File: config.mk
export PLATFORM = sky130hd
export DESIGN_NAME = rand_arbiter
export DESIGN_NICKNAME = d
export VERILOG_FILES = /design/src/rtl/bitutils.sv /design/src/rtl/rand_arb_pkg.sv /design/src/rtl/rr_picker.sv /design/src/rtl/rand_arbiter.sv
export SDC_FILE = /design/constraint.sdc
export NUM_CORES = 1
export LEC_CHECK = 0
export CAP_MARGIN = 20
export CORE_ASPECT_RATIO = 1.1
export CORE_MARGIN = 2
export CORE_UTILIZATION = 40
export CTS_CLUSTER_DIAMETER = 120
export DETAILED_ROUTE_END_ITERATION = 10
export PLACE_DENSITY = 0.71
export SKIP_LAST_GASP = 1
export SYNTH_ARGS = -nofsm -noshare
export SYNTH_HDL_FRONTEND = slang
export SYNTH_SLANG_ARGS = --single-unit
File: constraint.sdc
create_clock -name clk -period 9.7 [get_ports clk]
set_clock_uncertainty 0.2 [all_clocks]
set_input_delay 1.94 -clock clk [delete_from_list [all_inputs] [get_ports clk]]
set_output_delay 1.94 -clock clk [all_outputs]
set_load 0.1 [all_outputs]
File: src/rtl/bitutils.sv
// bitutils: shared bit-level types used across the memory subsystem.
//   dword_t : 64-bit data word
package bitutils;

  typedef logic [63:0] dword_t;

endpackage

File: src/rtl/rand_arb_pkg.sv
// rand_arb_pkg: types, constants and the LFSR step function for rand_arbiter.
//   rand_arb_state_e : WARMUP (LFSR spinning, no grants) / SERVE (granting)
//   RAND_LFSR_TAPS   : feedback taps of the 64-bit Fibonacci LFSR (bits 0,1,3,4)
//   lfsr_step()      : one shift of the LFSR, with lock-up guard
package rand_arb_pkg;
  import bitutils::*;

  typedef enum logic {
    WARMUP = 1'b0,
    SERVE  = 1'b1
  } rand_arb_state_e;

  localparam dword_t RAND_LFSR_TAPS = 64'h0000_0000_0000_001B;

  // All-zero is a fixed point of an XOR LFSR; kick it out to 1 so the
  // generator can never stall forever.
  function automatic dword_t lfsr_step(input dword_t l);
    if (l == '0) return 64'h1;
    return {^(l & RAND_LFSR_TAPS), l[63:1]};
  endfunction

endpackage

File: src/rtl/rr_picker.sv
// rr_picker: combinational round-robin picker.
//   pending : request bits
//   ptr     : index of the last winner; search starts at ptr+1 and wraps
//   onehot  : one-hot winner (0 when nothing pending)
//   idx     : binary index of the winner
//   any     : at least one bit pending
module rr_picker #(
  parameter int N  = 4,
  parameter int IW = (N > 1) ? $clog2(N) : 1
) (
  input  logic [N-1:0]  pending,
  input  logic [IW-1:0] ptr,
  output logic [N-1:0]  onehot,
  output logic [IW-1:0] idx,
  output logic          any
);

  int          pos;
  logic [IW-1:0] cand;
  logic        found;

  always_comb begin
    onehot = '0;
    idx    = '0;
    found  = 1'b0;
    pos    = 0;
    cand   = '0;
    // Walk ptr+1 .. ptr+N modulo N; the first set bit wins, so the last
    // winner is the lowest priority next time.
    for (int off = 1; off <= N; off++) begin
      pos = int'(ptr) + off;
      if (pos >= N) pos = pos - N;
      cand = IW'(pos);
      if (!found && pending[cand]) begin
        found        = 1'b1;
        idx          = cand;
        onehot[cand] = 1'b1;
      end
    end
  end

  assign any = |pending;

endmodule

File: src/rtl/rand_arbiter.sv
// rand_arbiter: one shared 64-bit Fibonacci LFSR handed out to NUM_REQ
// requesters. Request pulses are latched into pending bits; at most one is
// granted per cycle in round-robin order, together with the current LFSR word.
// The LFSR steps exactly once per grant, so every consumer sees a fresh word.
// After reset (or reseed) the LFSR first spins WARMUP_CYCLES times.
//
// Ports:
//   clk      clock
//   rst      asynchronous active-high reset
//   req_i    [NUM_REQ] one-cycle request pulses
//   gnt_o    [NUM_REQ] registered one-hot grant, valid for one cycle
//   rand_o   [64]      random word, valid while |gnt_o; holds otherwise
//   ready_o            high while in SERVE
//   reseed_i, seed_i   only with RAND_ARB_RESEED_EN: reload LFSR and re-warm
//
// Build option: define RAND_ARB_RESEED_EN to add the runtime reseed ports.
module rand_arbiter
  import bitutils::*;
  import rand_arb_pkg::*;
#(
  parameter int     NUM_REQ       = 4,
  parameter dword_t RANDOM_SEED   = 64'h1234_5678_8765_4321,
  parameter int     WARMUP_CYCLES = 16
) (
  input  logic               clk,
  input  logic               rst,
`ifdef RAND_ARB_RESEED_EN
  input  logic               reseed_i,
  input  dword_t             seed_i,
`endif
  input  logic [NUM_REQ-1:0] req_i,
  output logic [NUM_REQ-1:0] gnt_o,
  output dword_t             rand_o,
  output logic               ready_o
);

  localparam int IW = (NUM_REQ > 1) ? $clog2(NUM_REQ) : 1;
  localparam int CW = (WARMUP_CYCLES < 1) ? 1 : $clog2(WARMUP_CYCLES + 1);

  rand_arb_state_e    state;
  logic [CW-1:0]      cnt;
  logic [NUM_REQ-1:0] pending;
  logic [IW-1:0]      rr_ptr;
  dword_t             lfsr;
  dword_t             lfsr_next;

  logic [NUM_REQ-1:0] pick_onehot;
  logic [IW-1:0]      pick_idx;
  logic               pick_any;

  assign lfsr_next = lfsr_step(lfsr);

  rr_picker #(.N(NUM_REQ), .IW(IW)) u_picker (
    .pending (pending),
    .ptr     (rr_ptr),
    .onehot  (pick_onehot),
    .idx     (pick_idx),
    .any     (pick_any)
  );

  always_ff @(posedge clk or posedge rst) begin
    if (rst) begin
      state   <= WARMUP;
      cnt     <= CW'(WARMUP_CYCLES);
      pending <= '0;
      rr_ptr  <= IW'(NUM_REQ - 1);
      lfsr    <= RANDOM_SEED;
      gnt_o   <= '0;
      rand_o  <= '0;
      ready_o <= 1'b0;
    end else begin
`ifdef RAND_ARB_RESEED_EN
      // Reseed wins over any grant this edge; queued requests survive it.
      if (reseed_i) begin
        lfsr    <= (seed_i == '0) ? 64'h1 : seed_i;
        cnt     <= CW'(WARMUP_CYCLES);
        state   <= WARMUP;
        ready_o <= 1'b0;
        gnt_o   <= '0;
        pending <= pending | req_i;
      end else
`endif
      begin
        case (state)
          WARMUP: begin
            gnt_o   <= '0;
            pending <= pending | req_i;
            if (cnt != '0) begin
              lfsr <= lfsr_next;
              cnt  <= cnt - CW'(1);
            end else begin
              state   <= SERVE;
              ready_o <= 1'b1;
            end
          end
          SERVE: begin
            if (pick_any) begin
              gnt_o   <= pick_onehot;
              rand_o  <= lfsr;
              lfsr    <= lfsr_next;
              rr_ptr  <= pick_idx;
              // A fresh pulse on the winner's line re-arms it for a later grant.
              pending <= (pending & ~pick_onehot) | req_i;
            end else begin
              gnt_o   <= '0;
              pending <= pending | req_i;
            end
          end
          default: begin
            state <= WARMUP;
            gnt_o <= '0;
          end
        endcase
      end
    end
  end

endmodule

==> reports/results.tsv <==
stage	metric	value	unit
power_and_ir_drop	PwrDens	311	nW/um^2
synth	Syn. warnings	0	
worst_setup_path	CP max FO	2	
route	via count	3732	
cells_and_area	filler instances	1322	
sta	Final Hold Fails	0	
sta	worst slew pin tran	995	ps
route	Highest Signal Layer	met4	
cts	CTS H-Tree Depth	4	
power_and_ir_drop	Flop pwr share	35.8	%
cells_and_area	antenna cells	0	
route	ANT nets after route	0	
floorplan	die height	134	microns
cells_and_area	P&R area growth vs syn	25.5	%
worst_setup_path	Crit-path slowest cell	clkdlybuf4s50_1	
run_status	status	completed	
floorplan	die footprint	16400	sq um
place	RePlAce Congestion	0.859	
route	vias per cell	5.25	
floorplan	Ports	75	
worst_setup_path	crit path kind	reg2out	
synth	synthesized cell area	6150	sq um
cts	post-cts resize count	0	
cts	root buf cell	clkbuf_16	
synth	Synth area leaders	dfrtp_1 (47%), mux2_2 (23%), dfstp_2 (12%)	
worst_hold_path	HP Start	cnt[4]	
grt	first-pass GRT wire length	20100	microns
route	WL met2	5710	microns
route	wire length on met3	611	microns
sta	final count of negative-setup-slack endpoints	0	
cts	postcts setup bufs	0	
route	first-pass iteration count of the detailed router	4	
cts	hold buffer count at cts	0	
synth	asr flop ratio synth	100	%
grt	pin count of the biggest net entering global routing	89	
synth	cell taking the most area after synthesis	dfrtp_1	
grt	Tot GR Track Use	15.7	%
floorplan	Starting Density	40.8	%
cts	clk slew on worst S/H paths	60	ps
synth	syn_nets	443	
route	DRC Markers	0	
worst_setup_path	worst flop-to-flop path startpoint	pending[1]	
cts	TritonCTS clock tree	built	
grt	antenna violations before repair	0	
power_and_ir_drop	Pint	1.45	mW
worst_setup_path	start point of the critical path	rand_o[53]	
sta	Peak Freq	0.245	GHz
floorplan	chip width	122	microns
power_and_ir_drop	worst vdd ir	238	uV
worst_setup_path	Critical Path Start Type	flip-flop	
sta	RSZ-0062 raised after global routing	false	
worst_hold_path	min-delay worst type	reg2reg	
sta	setup_tns	0	ps
route	Routed WL per cell	16.8	microns
power_and_ir_drop	clock share of power	28.4	%
grt	GR Overflow Total	0	
route	DRT iter0 DRCs	219	
route	Routed WL	12000	microns
worst_setup_path	Buffers & Inverters on Critical Path	1	
synth	Post-synth EDFFs	0	
power_and_ir_drop	Pleak	3.57	nW
synth	register area share after synthesis	59.6	%
sta	minimum clock period	4080	ps
worst_setup_path	Crit. End Element	output port	
synth	Mean Syn Cell Area	14.4	sq um
sta	Slew Limit Fails	0	
power_and_ir_drop	combinational share of power	35.8	%
synth	#FFs+latches synth	145	
worst_setup_path	CP Cell Sequence	clkdlybuf4s50_1	
synth	Synth Instances	427	
power_and_ir_drop	switching share of power	39.4	%
sta	Final period util	42.1	%
worst_setup_path	Critical Path RT	7560	ps
power_and_ir_drop	Net Sw Power	0.948	mW
synth	post-synth cell types	41	
run	max cap viols	0	
route	M1 WL	5470	microns
worst_setup_path	family with the most delay on the worst path	buffers and inverters	
grt	number of global-route vias before repair	3814	
place	HPWL Detailed	7880	microns
cts	Max Buffers Root-to-Sink	2	
cells_and_area	area occupied by multi-input gates	2350	sq um
cts	CTS Buf Count	17	
cells_and_area	share of post-route cells with drive strength above 1	37.9	%
cts	Worst-Skew Late Latency	410	ps
synth	Synth top area share	47.2	%
worst_setup_path	Critical Path AT	1940	ps
sta	worst hold slack	271	ps
synth	most common flop cell mapped by yosys	dfrtp_1	
sta	worst relative slew slack	33.4	%
cells_and_area	Final #Nets	518	
place	I/O Buffers	74	
floorplan	area of the core	15100	sq um
cts	CTS sink count	145	
floorplan	Cell Rows	47	
worst_setup_path	CP max stage delay	1150	ps
cells_and_area	Seq. cell area	3660	sq um
cell families (layout without fill, tap and decap cells):
logic type	after synthesis	count (layout)	share of synthesized area, %
muxes	130	130	24.3
DFF	145	145	59.6
AOI/OAI and AO/OA	44	44	5.45
buffers and inverters	36	124	2.38
and+or+nand+nor	57	57	5.51
adders and majority gates	10	10	2.03
xor gates and xnor gates	5	5	0.712
cell usage after synthesis, types with 4 or more instances:
master,instances
o21a_1,5
a21oi_1,9
o31a_1,4
nand4_1,4
inv_1,15
nor4_1,17
dfstp_2,29
o21ai_0,8
dfrtp_1,116
clkbuf_1,12
mux2_2,125
nand2_1,14
ha_1,10
buf_2,9
nor4b_1,5
final timing paths:
path                       cells past startpoint          to  slack [ps]
min                                            1      cnt[4]         270
max reg2reg                                    5    lfsr[33]        6480
min in group asynchronous                      2  rand_o[20]        1860
max                                            1  rand_o[53]        5620
max in group asynchronous                      3    lfsr[51]        6240
min reg2reg                                    1      cnt[4]         270
per-layer routing:
metal,up-vias,track usage [%]
met3,14,4.76
met4,0,5.36
met2,100,24.1
li1,1724,-
met1,1894,21.3
met5,-,0
cells in the final DEF, fill, tap and decap left out, drive strengths merged, types with 2 or more instances in the layout:
cell,count
a311oi,2
nand2b,3
dfrtp,116
nor4,17
xor2,2
xnor2,3
dfstp,29
ha,10
mux2,125
nor3b,3
clkbuf,24
mux2i,2
o31a,4
clkdlybuf4s50,74
nor2,3
o31ai,2
o21a,5
mux4,3
buf,3
nand4,4
bufinv,3
and3b,2
nor3,3
o41ai,4
nor4b,5
o21ai,9
inv,16
a21oi,9
clkinv,4
nand2,14
area by class of cell:
type                            count  share of cell area (%)
Clock buffer                       24                    6.63
Multi-Input combinational cell    246                    30.4
Inverter                           15                   0.794
Tap cell                          196                    3.18
Timing Repair Buffer               77                    9.89
Clock inverter                      8                    1.59
Sequential cell                   145                    47.5
registers in the layout (all words and copies together) (netlist names):
name / cells
cnt: 5
gnt_o: 4
state: 1
rand_o: 64
rr_ptr: 2
lfsr: 64
pending: 4
ready_o: 1
stage by stage:
stage               total power [mW]  area [sq um]  setup WS, ps  util (%)  cells
global placement                1.71          7080          5770      47.1    679
global route                    2.52          7720          5560      51.3    711
detailed placement              1.73          7080          5700      47.1    679
finish                          2.40          7720          5620      51.3    711
CTS                             2.42          7720          5600      51.3    711
floorplan                       1.51          6150          3710         -    427
power groups by stage:
stage          sequential, mW  clock (mW)  combinational, mW
2_1_floorplan            1.19           0              0.321
5_1_grt                 0.884       0.730              0.906
6_report                0.861       0.681              0.860
3_5_place_dp            0.870           0              0.859
3_3_place_gp            0.866           0              0.847
4_1_cts                 0.862       0.697              0.864
Note: power is estimated with default switching activity, not from simulation.
